==> config.mk <==
export PLATFORM = sky130hd
export DESIGN_NAME = ex_cdb_unit
export DESIGN_NICKNAME = d
export VERILOG_FILES = /design/src/rtl/ex_cdb_unit.sv
export SDC_FILE = /design/constraint.sdc
export NUM_CORES = 1
export LEC_CHECK = 0
export ABC_AREA = 1
export BUFFER_PORTS_ARGS = -buffer_cell sky130_fd_sc_hd__buf_2
export CAP_MARGIN = 0
export CORE_MARGIN = 10
export CORE_UTILIZATION = 50
export CTS_CLUSTER_SIZE = 28
export DETAILED_ROUTE_END_ITERATION = 6
export PLACE_DENSITY = 0.71
export SLEW_MARGIN = 15
export SYNTH_ARGS = -nofsm -noshare
export SYNTH_HDL_FRONTEND = slang
export SYNTH_SLANG_ARGS = --single-unit
==> constraint.sdc <==
create_clock -name clk -period 4.5 [get_ports clk]
set_input_delay 0.225 -clock clk [delete_from_list [all_inputs] [get_ports clk]]
set_output_delay 0.225 -clock clk [all_outputs]
set_load 0.05 [all_outputs]
==> src/rtl/ex_cdb_unit.sv <==
// ---------------------------------------------------------------------------
// ex_cdb_unit
// Execution unit on the far side of the reservation-station issue port.
// Each issued RV32I integer/branch/jump op is evaluated combinationally in its
// issue cycle. The result is pushed into a small FIFO. The FIFO head is then
// broadcast on the EX common data bus until the bus arbiter grants it.
//
// Ports:
//   clk, rst             clock, asynchronous active-high reset
//   rdy                  global ready; all state freezes while low
//   clr                  pipeline flush; empties the FIFO and drops the
//                        issue presented in the same cycle
//   iRS_*                issue from the reservation station
//                        (en/op/pc/imm/rd_nick/rs1_dt/rs2_dt)
//   oRS_busy             back-pressure to the reservation station
//   oCDB_en/nick/dt      head-of-FIFO broadcast
//   iCDB_gnt             bus grant; the head pops on oCDB_en && iCDB_gnt
//   oERR_ovf             sticky flag: an issue arrived while the FIFO was full
//
// Optional feature (macro EX_BRANCH_OUT_EN):
//   When defined, each entry also stores taken/target. They are exported as
//   oROB_jump / oROB_target and qualified by oCDB_en.
//   When undefined, those ports do not exist and only nick/dt are stored.
// ---------------------------------------------------------------------------
module ex_cdb_unit #(
  parameter int DATA_W = 32,
  parameter int NICK_W = 5,
  parameter int OP_W   = 6,
  parameter int DEPTH  = 4
) (
  input  logic              clk,
  input  logic              rst,
  input  logic              rdy,
  input  logic              clr,
  input  logic              iRS_en,
  input  logic [OP_W-1:0]   iRS_op,
  input  logic [DATA_W-1:0] iRS_pc,
  input  logic [DATA_W-1:0] iRS_imm,
  input  logic [NICK_W-1:0] iRS_rd_nick,
  input  logic [DATA_W-1:0] iRS_rs1_dt,
  input  logic [DATA_W-1:0] iRS_rs2_dt,
  output logic              oRS_busy,
  output logic              oCDB_en,
  output logic [NICK_W-1:0] oCDB_nick,
  output logic [DATA_W-1:0] oCDB_dt,
  input  logic              iCDB_gnt,
  output logic              oERR_ovf
`ifdef EX_BRANCH_OUT_EN
  ,
  output logic              oROB_jump,
  output logic [DATA_W-1:0] oROB_target
`endif
);

  // Shared op encodings.
  localparam logic [OP_W-1:0] OP_LUI   = OP_W'(32'd1);
  localparam logic [OP_W-1:0] OP_AUIPC = OP_W'(32'd2);
  localparam logic [OP_W-1:0] OP_JAL   = OP_W'(32'd3);
  localparam logic [OP_W-1:0] OP_JALR  = OP_W'(32'd4);
  localparam logic [OP_W-1:0] OP_BEQ   = OP_W'(32'd5);
  localparam logic [OP_W-1:0] OP_BNE   = OP_W'(32'd6);
  localparam logic [OP_W-1:0] OP_BLT   = OP_W'(32'd7);
  localparam logic [OP_W-1:0] OP_BGE   = OP_W'(32'd8);
  localparam logic [OP_W-1:0] OP_BLTU  = OP_W'(32'd9);
  localparam logic [OP_W-1:0] OP_BGEU  = OP_W'(32'd10);
  localparam logic [OP_W-1:0] OP_ADD   = OP_W'(32'd11);
  localparam logic [OP_W-1:0] OP_SUB   = OP_W'(32'd12);
  localparam logic [OP_W-1:0] OP_AND   = OP_W'(32'd13);
  localparam logic [OP_W-1:0] OP_OR    = OP_W'(32'd14);
  localparam logic [OP_W-1:0] OP_XOR   = OP_W'(32'd15);
  localparam logic [OP_W-1:0] OP_SLT   = OP_W'(32'd16);
  localparam logic [OP_W-1:0] OP_SLTU  = OP_W'(32'd17);
  localparam logic [OP_W-1:0] OP_SLL   = OP_W'(32'd18);
  localparam logic [OP_W-1:0] OP_SRL   = OP_W'(32'd19);
  localparam logic [OP_W-1:0] OP_SRA   = OP_W'(32'd20);
  localparam logic [OP_W-1:0] OP_ADDI  = OP_W'(32'd21);
  localparam logic [OP_W-1:0] OP_ANDI  = OP_W'(32'd22);
  localparam logic [OP_W-1:0] OP_ORI   = OP_W'(32'd23);
  localparam logic [OP_W-1:0] OP_XORI  = OP_W'(32'd24);
  localparam logic [OP_W-1:0] OP_SLTI  = OP_W'(32'd25);
  localparam logic [OP_W-1:0] OP_SLTIU = OP_W'(32'd26);
  localparam logic [OP_W-1:0] OP_SLLI  = OP_W'(32'd27);
  localparam logic [OP_W-1:0] OP_SRLI  = OP_W'(32'd28);
  localparam logic [OP_W-1:0] OP_SRAI  = OP_W'(32'd29);

  localparam int PTR_W = $clog2(DEPTH);
  localparam int CNT_W = PTR_W + 1;

  // ---------------------------------------------------------------------------
  // Compute
  // ---------------------------------------------------------------------------
  logic              imm_form_s;
  logic [DATA_W-1:0] opnd2_s;
  logic [4:0]        shamt_s;
  logic [DATA_W-1:0] res_dt_s;

  // The I-type ops use the immediate as their second operand.
  always_comb begin
    case (iRS_op)
      OP_ADDI, OP_ANDI, OP_ORI, OP_XORI,
      OP_SLTI, OP_SLTIU, OP_SLLI, OP_SRLI, OP_SRAI: imm_form_s = 1'b1;
      default:                                      imm_form_s = 1'b0;
    endcase
  end

  assign opnd2_s = imm_form_s ? iRS_imm : iRS_rs2_dt;
  assign shamt_s = opnd2_s[4:0];

  // Result data for the issued op. Branches and unknown ops broadcast zero.
  always_comb begin
    res_dt_s = {DATA_W{1'b0}};
    case (iRS_op)
      OP_LUI:             res_dt_s = iRS_imm;
      OP_AUIPC:           res_dt_s = iRS_pc + iRS_imm;
      OP_JAL, OP_JALR:    res_dt_s = iRS_pc + DATA_W'(32'd4);
      OP_ADD, OP_ADDI:    res_dt_s = iRS_rs1_dt + opnd2_s;
      OP_SUB:             res_dt_s = iRS_rs1_dt - opnd2_s;
      OP_AND, OP_ANDI:    res_dt_s = iRS_rs1_dt & opnd2_s;
      OP_OR, OP_ORI:      res_dt_s = iRS_rs1_dt | opnd2_s;
      OP_XOR, OP_XORI:    res_dt_s = iRS_rs1_dt ^ opnd2_s;
      OP_SLT, OP_SLTI:    res_dt_s = {{(DATA_W-1){1'b0}}, ($signed(iRS_rs1_dt) < $signed(opnd2_s))};
      OP_SLTU, OP_SLTIU:  res_dt_s = {{(DATA_W-1){1'b0}}, (iRS_rs1_dt < opnd2_s)};
      OP_SLL, OP_SLLI:    res_dt_s = iRS_rs1_dt << shamt_s;
      OP_SRL, OP_SRLI:    res_dt_s = iRS_rs1_dt >> shamt_s;
      OP_SRA, OP_SRAI:    res_dt_s = $unsigned($signed(iRS_rs1_dt) >>> shamt_s);
      default:            res_dt_s = {DATA_W{1'b0}};
    endcase
  end

`ifdef EX_BRANCH_OUT_EN
  logic              res_taken_s;
  logic [DATA_W-1:0] res_target_s;

  // Branch/jump resolution. ALU ops and unknown ops carry no redirect.
  always_comb begin
    res_taken_s  = 1'b0;
    res_target_s = iRS_pc + iRS_imm;
    case (iRS_op)
      OP_JAL:  res_taken_s = 1'b1;
      OP_JALR: begin
        res_taken_s  = 1'b1;
        res_target_s = (iRS_rs1_dt + iRS_imm) & ~DATA_W'(32'd1);
      end
      OP_BEQ:  res_taken_s = (iRS_rs1_dt == iRS_rs2_dt);
      OP_BNE:  res_taken_s = (iRS_rs1_dt != iRS_rs2_dt);
      OP_BLT:  res_taken_s = ($signed(iRS_rs1_dt) < $signed(iRS_rs2_dt));
      OP_BGE:  res_taken_s = ($signed(iRS_rs1_dt) >= $signed(iRS_rs2_dt));
      OP_BLTU: res_taken_s = (iRS_rs1_dt < iRS_rs2_dt);
      OP_BGEU: res_taken_s = (iRS_rs1_dt >= iRS_rs2_dt);
      default: res_target_s = {DATA_W{1'b0}};
    endcase
  end
`endif

  // ---------------------------------------------------------------------------
  // Result FIFO
  // ---------------------------------------------------------------------------
  logic [NICK_W-1:0] nick_mem_r [DEPTH];
  logic [DATA_W-1:0] dt_mem_r   [DEPTH];
`ifdef EX_BRANCH_OUT_EN
  logic              taken_mem_r  [DEPTH];
  logic [DATA_W-1:0] target_mem_r [DEPTH];
`endif
  logic [PTR_W-1:0]  wr_ptr_r;
  logic [PTR_W-1:0]  rd_ptr_r;
  logic [CNT_W-1:0]  count_r;
  logic              ovf_r;

  logic              not_empty_s;
  logic              full_s;
  logic              do_clr_s;
  logic              do_pop_s;
  logic              push_req_s;
  logic              do_push_s;
  logic              ovf_set_s;

  assign not_empty_s = (count_r != CNT_W'(32'd0));
  assign full_s      = (count_r == CNT_W'(DEPTH));
  assign do_clr_s    = rdy && clr;
  assign do_pop_s    = rdy && !clr && not_empty_s && iCDB_gnt;
  assign push_req_s  = rdy && !clr && iRS_en;
  // A full FIFO still accepts an issue when the head leaves in the same cycle.
  assign do_push_s   = push_req_s && (!full_s || do_pop_s);
  assign ovf_set_s   = push_req_s && full_s && !do_pop_s;

  // Pointer, occupancy and overflow-flag state.
  always_ff @(posedge clk or posedge rst) begin
    if (rst) begin
      wr_ptr_r <= {PTR_W{1'b0}};
      rd_ptr_r <= {PTR_W{1'b0}};
      count_r  <= {CNT_W{1'b0}};
      ovf_r    <= 1'b0;
    end else if (rdy) begin
      if (do_clr_s) begin
        wr_ptr_r <= {PTR_W{1'b0}};
        rd_ptr_r <= {PTR_W{1'b0}};
        count_r  <= {CNT_W{1'b0}};
      end else begin
        if (do_push_s) wr_ptr_r <= wr_ptr_r + PTR_W'(32'd1);
        if (do_pop_s)  rd_ptr_r <= rd_ptr_r + PTR_W'(32'd1);
        case ({do_push_s, do_pop_s})
          2'b10:   count_r <= count_r + CNT_W'(32'd1);
          2'b01:   count_r <= count_r - CNT_W'(32'd1);
          default: count_r <= count_r;
        endcase
        if (ovf_set_s) ovf_r <= 1'b1;
      end
    end
  end

  // Entry storage, written at the tail on push.
  always_ff @(posedge clk or posedge rst) begin
    if (rst) begin
      for (int i = 0; i < DEPTH; i++) begin
        nick_mem_r[i]   <= {NICK_W{1'b0}};
        dt_mem_r[i]     <= {DATA_W{1'b0}};
`ifdef EX_BRANCH_OUT_EN
        taken_mem_r[i]  <= 1'b0;
        target_mem_r[i] <= {DATA_W{1'b0}};
`endif
      end
    end else if (do_push_s) begin
      nick_mem_r[wr_ptr_r]   <= iRS_rd_nick;
      dt_mem_r[wr_ptr_r]     <= res_dt_s;
`ifdef EX_BRANCH_OUT_EN
      taken_mem_r[wr_ptr_r]  <= res_taken_s;
      target_mem_r[wr_ptr_r] <= res_target_s;
`endif
    end
  end

  // Head outputs are gated by occupancy so that an empty FIFO shows all zeros.
  assign oCDB_en   = not_empty_s;
  assign oCDB_nick = not_empty_s ? nick_mem_r[rd_ptr_r] : {NICK_W{1'b0}};
  assign oCDB_dt   = not_empty_s ? dt_mem_r[rd_ptr_r]   : {DATA_W{1'b0}};
  // One slot of slack covers the issue that may already be in flight.
  assign oRS_busy  = (count_r >= CNT_W'(DEPTH - 1));
  assign oERR_ovf  = ovf_r;
`ifdef EX_BRANCH_OUT_EN
  assign oROB_jump   = not_empty_s && taken_mem_r[rd_ptr_r];
  assign oROB_target = not_empty_s ? target_mem_r[rd_ptr_r] : {DATA_W{1'b0}};
`endif

endmodule

==> results.yml <==
critical_path:
  endpoint_kind: "flip-flop"
  crit_arrival_ns: 4.29
  critPathKind: "primary input to flip-flop"
  critPathRequiredTime_ns: 4.83
  path_max_fanout: 49
  worst_setup_path_start_kind: "primary input"
grt:
  grt_pass1_vias: 24300
  grt_max_degree: 96
  grtUsageTotal: 0.384
  grt_overflow_total: 0
  grt_pass1_wl_um: 148000
  antenna_found_initial: 5
clocking:
  cts_sinks: 156
  insertion_delay_ns: 0.44
  ctsRootBufferMaster: "clkbuf_16"
  ctsHtreeMaxLevel: 4
  cts_tree: "built"
  cts_buffers: 17
  clock_tree.buffer_depth: 2
  postCtsHoldBufs: 1
  clk_pin_slew_ns: 0.06
  ctsResizeCount: 0
  post_cts_buffers: 0
timing:
  finClkSkew_ns: 0.00859
  fmax_mhz: 252
  hold_viol_final: 0
  worst_slew_margin_rel: 0.245
  rsz0062_at_grt: "no"
  timing.hold.ws_ns: 0.0331
  report.final.slew_viol_count: 0
  period_share: 0.880
  layout_min_cycle_time_ns: 3.96
  setup_viol: 0
  finalSetupTns_ns: 0
  worst_pin_slew_ns: 1.13
synth:
  synth_top_cell_by_area: "nand2_1"
  synth.cell_area_mm2: 0.0208
  synth_edf_count: 0
  synth_ff_type: "dfrtp_1"
  ys_seq_elements: 156
  yosysTopAreaCellShare: 0.204
  syn_nets: 3902
  syn_avg_cell_area_um2: 5.75
  ys_types: 60
  yosys_warnings: 0
  syn_inst: 3610
  postSynth.asyncResetShare: 1.00
  ys_seq_area_frac: 0.188
  synth_area_leaders: "nand2_1, dfrtp_1, nand3_1"
layout:
  final_layout_size_suffix_gt1_frac: 0.105
  stdcell_count: 4272
  layout_commonest_cell: "nand2_1"
  fin_nets: 4019
  area_delta_synth_final_pct: 9.68
  antenna_cells: 0
  utilization: 0.556
  final_cell_mix: "nand2_1, nand3_1, inv_1, nor2_1, a21oi_1"
drt:
  firstDrtPassIters: 6
  drc: 0
  drtIter0Drc: 3595
  routed_wl_um: 100000
  vias: 26200
  post_drt_wl_per_cell_um: 23.5
  antenna_left: 0
  viasPerCell: 6.13
floorplanning:
  die_w_um: 224
  num_rows: 74
  io_pins: 185
  dieArea_mm2: 0.0501
  die_height_um: 224
  start_util: 0.507
  coreArea_mm2: 0.0409
place:
  hpwlAfterDp_um: 80600
  place.gp.congestion: 1.09
  dp.cells: 4239
  port_buffers: 184
run:
  drv_cap: 0
hold_path:
  hp-class: "primary input to flip-flop"
power:
  leakage_nw: 12.2
  peakVddDrop_v: 0.000414
  p_per_area_mw_per_mm2: 359
status:
  status: "finished, final reports clean"
## registers in the layout (all words and copies together) (netlist names)
signal / count
rd_ptr_r: 2
dt_mem_r: 128
count_r: 3
oERR_ovf: 1
wr_ptr_r: 2
nick_mem_r: 20
## report_power, final
group          switching (mW)  total, mW  internal [mW]
Clock                   0.605       1.49          0.890
Sequential              0.178       1.94           1.77
Combinational            3.52       4.74           1.22
## cell usage after synthesis, types with 8 or more instances
master	n
inv_1	364
nor2_1	352
dfrtp_1	156
xor2_1	8
nand3_2	13
buf_6	9
or2_2	17
o21bai_1	10
o211ai_1	17
a221oi_1	15
nand2_2	29
buf_2	41
nand4_1	54
nor4_1	13
nand2_4	9
a21boi_0	8
o21ai_0	243
a31oi_1	14
clkbuf_1	75
o22ai_1	27
a21oi_1	255
o21ai_1	31
nand2_1	1130
nand3_1	399
nor3_1	34
buf_1	20
a21o_1	9
ha_1	144
inv_2	17
## path summary, 6_finish.rpt
check	startpoint	endpoint	slack (ns)	cells past startpoint
setup / recovery	iRS_op[2]	dt_mem_r[20]$_DFFE_PP0P_	0.54	25
hold / removal	iRS_rd_nick[4]	nick_mem_r[19]$_DFFE_PP0P_	0.03	3
setup reg to reg	count_r[0]$_DFFE_PP0P_	dt_mem_r[73]$_DFFE_PP0P_	1.71	12
hold reg to reg	dt_mem_r[105]$_DFFE_PP0P_	dt_mem_r[105]$_DFFE_PP0P_	0.47	2
max in group asynchronous	rst	dt_mem_r[112]$_DFFE_PP0P_	2.95	4
min in group asynchronous	rst	nick_mem_r[12]$_DFFE_PP0P_	0.52	3
## layer usage
metal	up-vias	track usage	share of wire
met5	-	0	0.00068
met4	10	0.154	0.044
met3	230	0.0747	0.11
met2	1691	0.580	0.43
met1	12100	0.527	0.42
li1	12100	-	-
## area by class of cell
cell class                 count  area [µm²]
timing repair buffer         249        1420
clock inverter                13         164
multi-input combinational   2915       14700
sequential                   156        3910
inverter                     388        1470
clock buffer                  19         443
tap                          532         666
fill                        4365       18200
## stage by stage
stage	area (µm²)	power (mW)	setup slack [ns]
6_report	22800	8.18	0.539
5_1_grt	22800	8.66	0.246
4_1_cts	22800	8.08	0.724
3_5_place_dp	22200	6.57	0.268
3_3_place_gp	22200	6.54	0.327
2_1_floorplan	20800	5.20	0.0685
## cell families (layout without fill, tap and decap cells)
| group | Yosys count | in the layout | synth area share |
|---|---|---|---|
| DFF | 156 | 156 | 0.188 |
| xor gates and xnor gates | 15 | 15 | 0.00633 |
| muxes | 1 | 1 | 0.000482 |
| AOI/OAI and AO/OA | 676 | 676 | 0.181 |
| adders and majority gates | 147 | 147 | 0.0897 |
| buffers and inverters | 539 | 669 | 0.104 |
| and+or+nand+nor | 2076 | 2076 | 0.430 |
## worst max-delay path, stage by stage
cell      delay, ns
buf_2          0.14
nand3_1        0.13
nand2_2        0.10
inv_4          0.07
nand2_8        0.26
buf_4          0.33
nand2_1        0.08
o21ai_0        0.14
inv_1          0.11
ha_1           0.40
nand2_1        0.10
o21ai_0        0.38
a21oi_1        0.13
o21bai_1       0.51
nand2_1        0.15
nand2_1        0.12
nand2_1        0.05
nand2_1        0.07
a21oi_1        0.06
o21ai_0        0.12
nand2_1        0.07
nor2_1         0.09
nand3_1        0.21
nand2_1        0.16
nand2_1        0.06
Note: power is estimated with default switching activity, not from simulation.
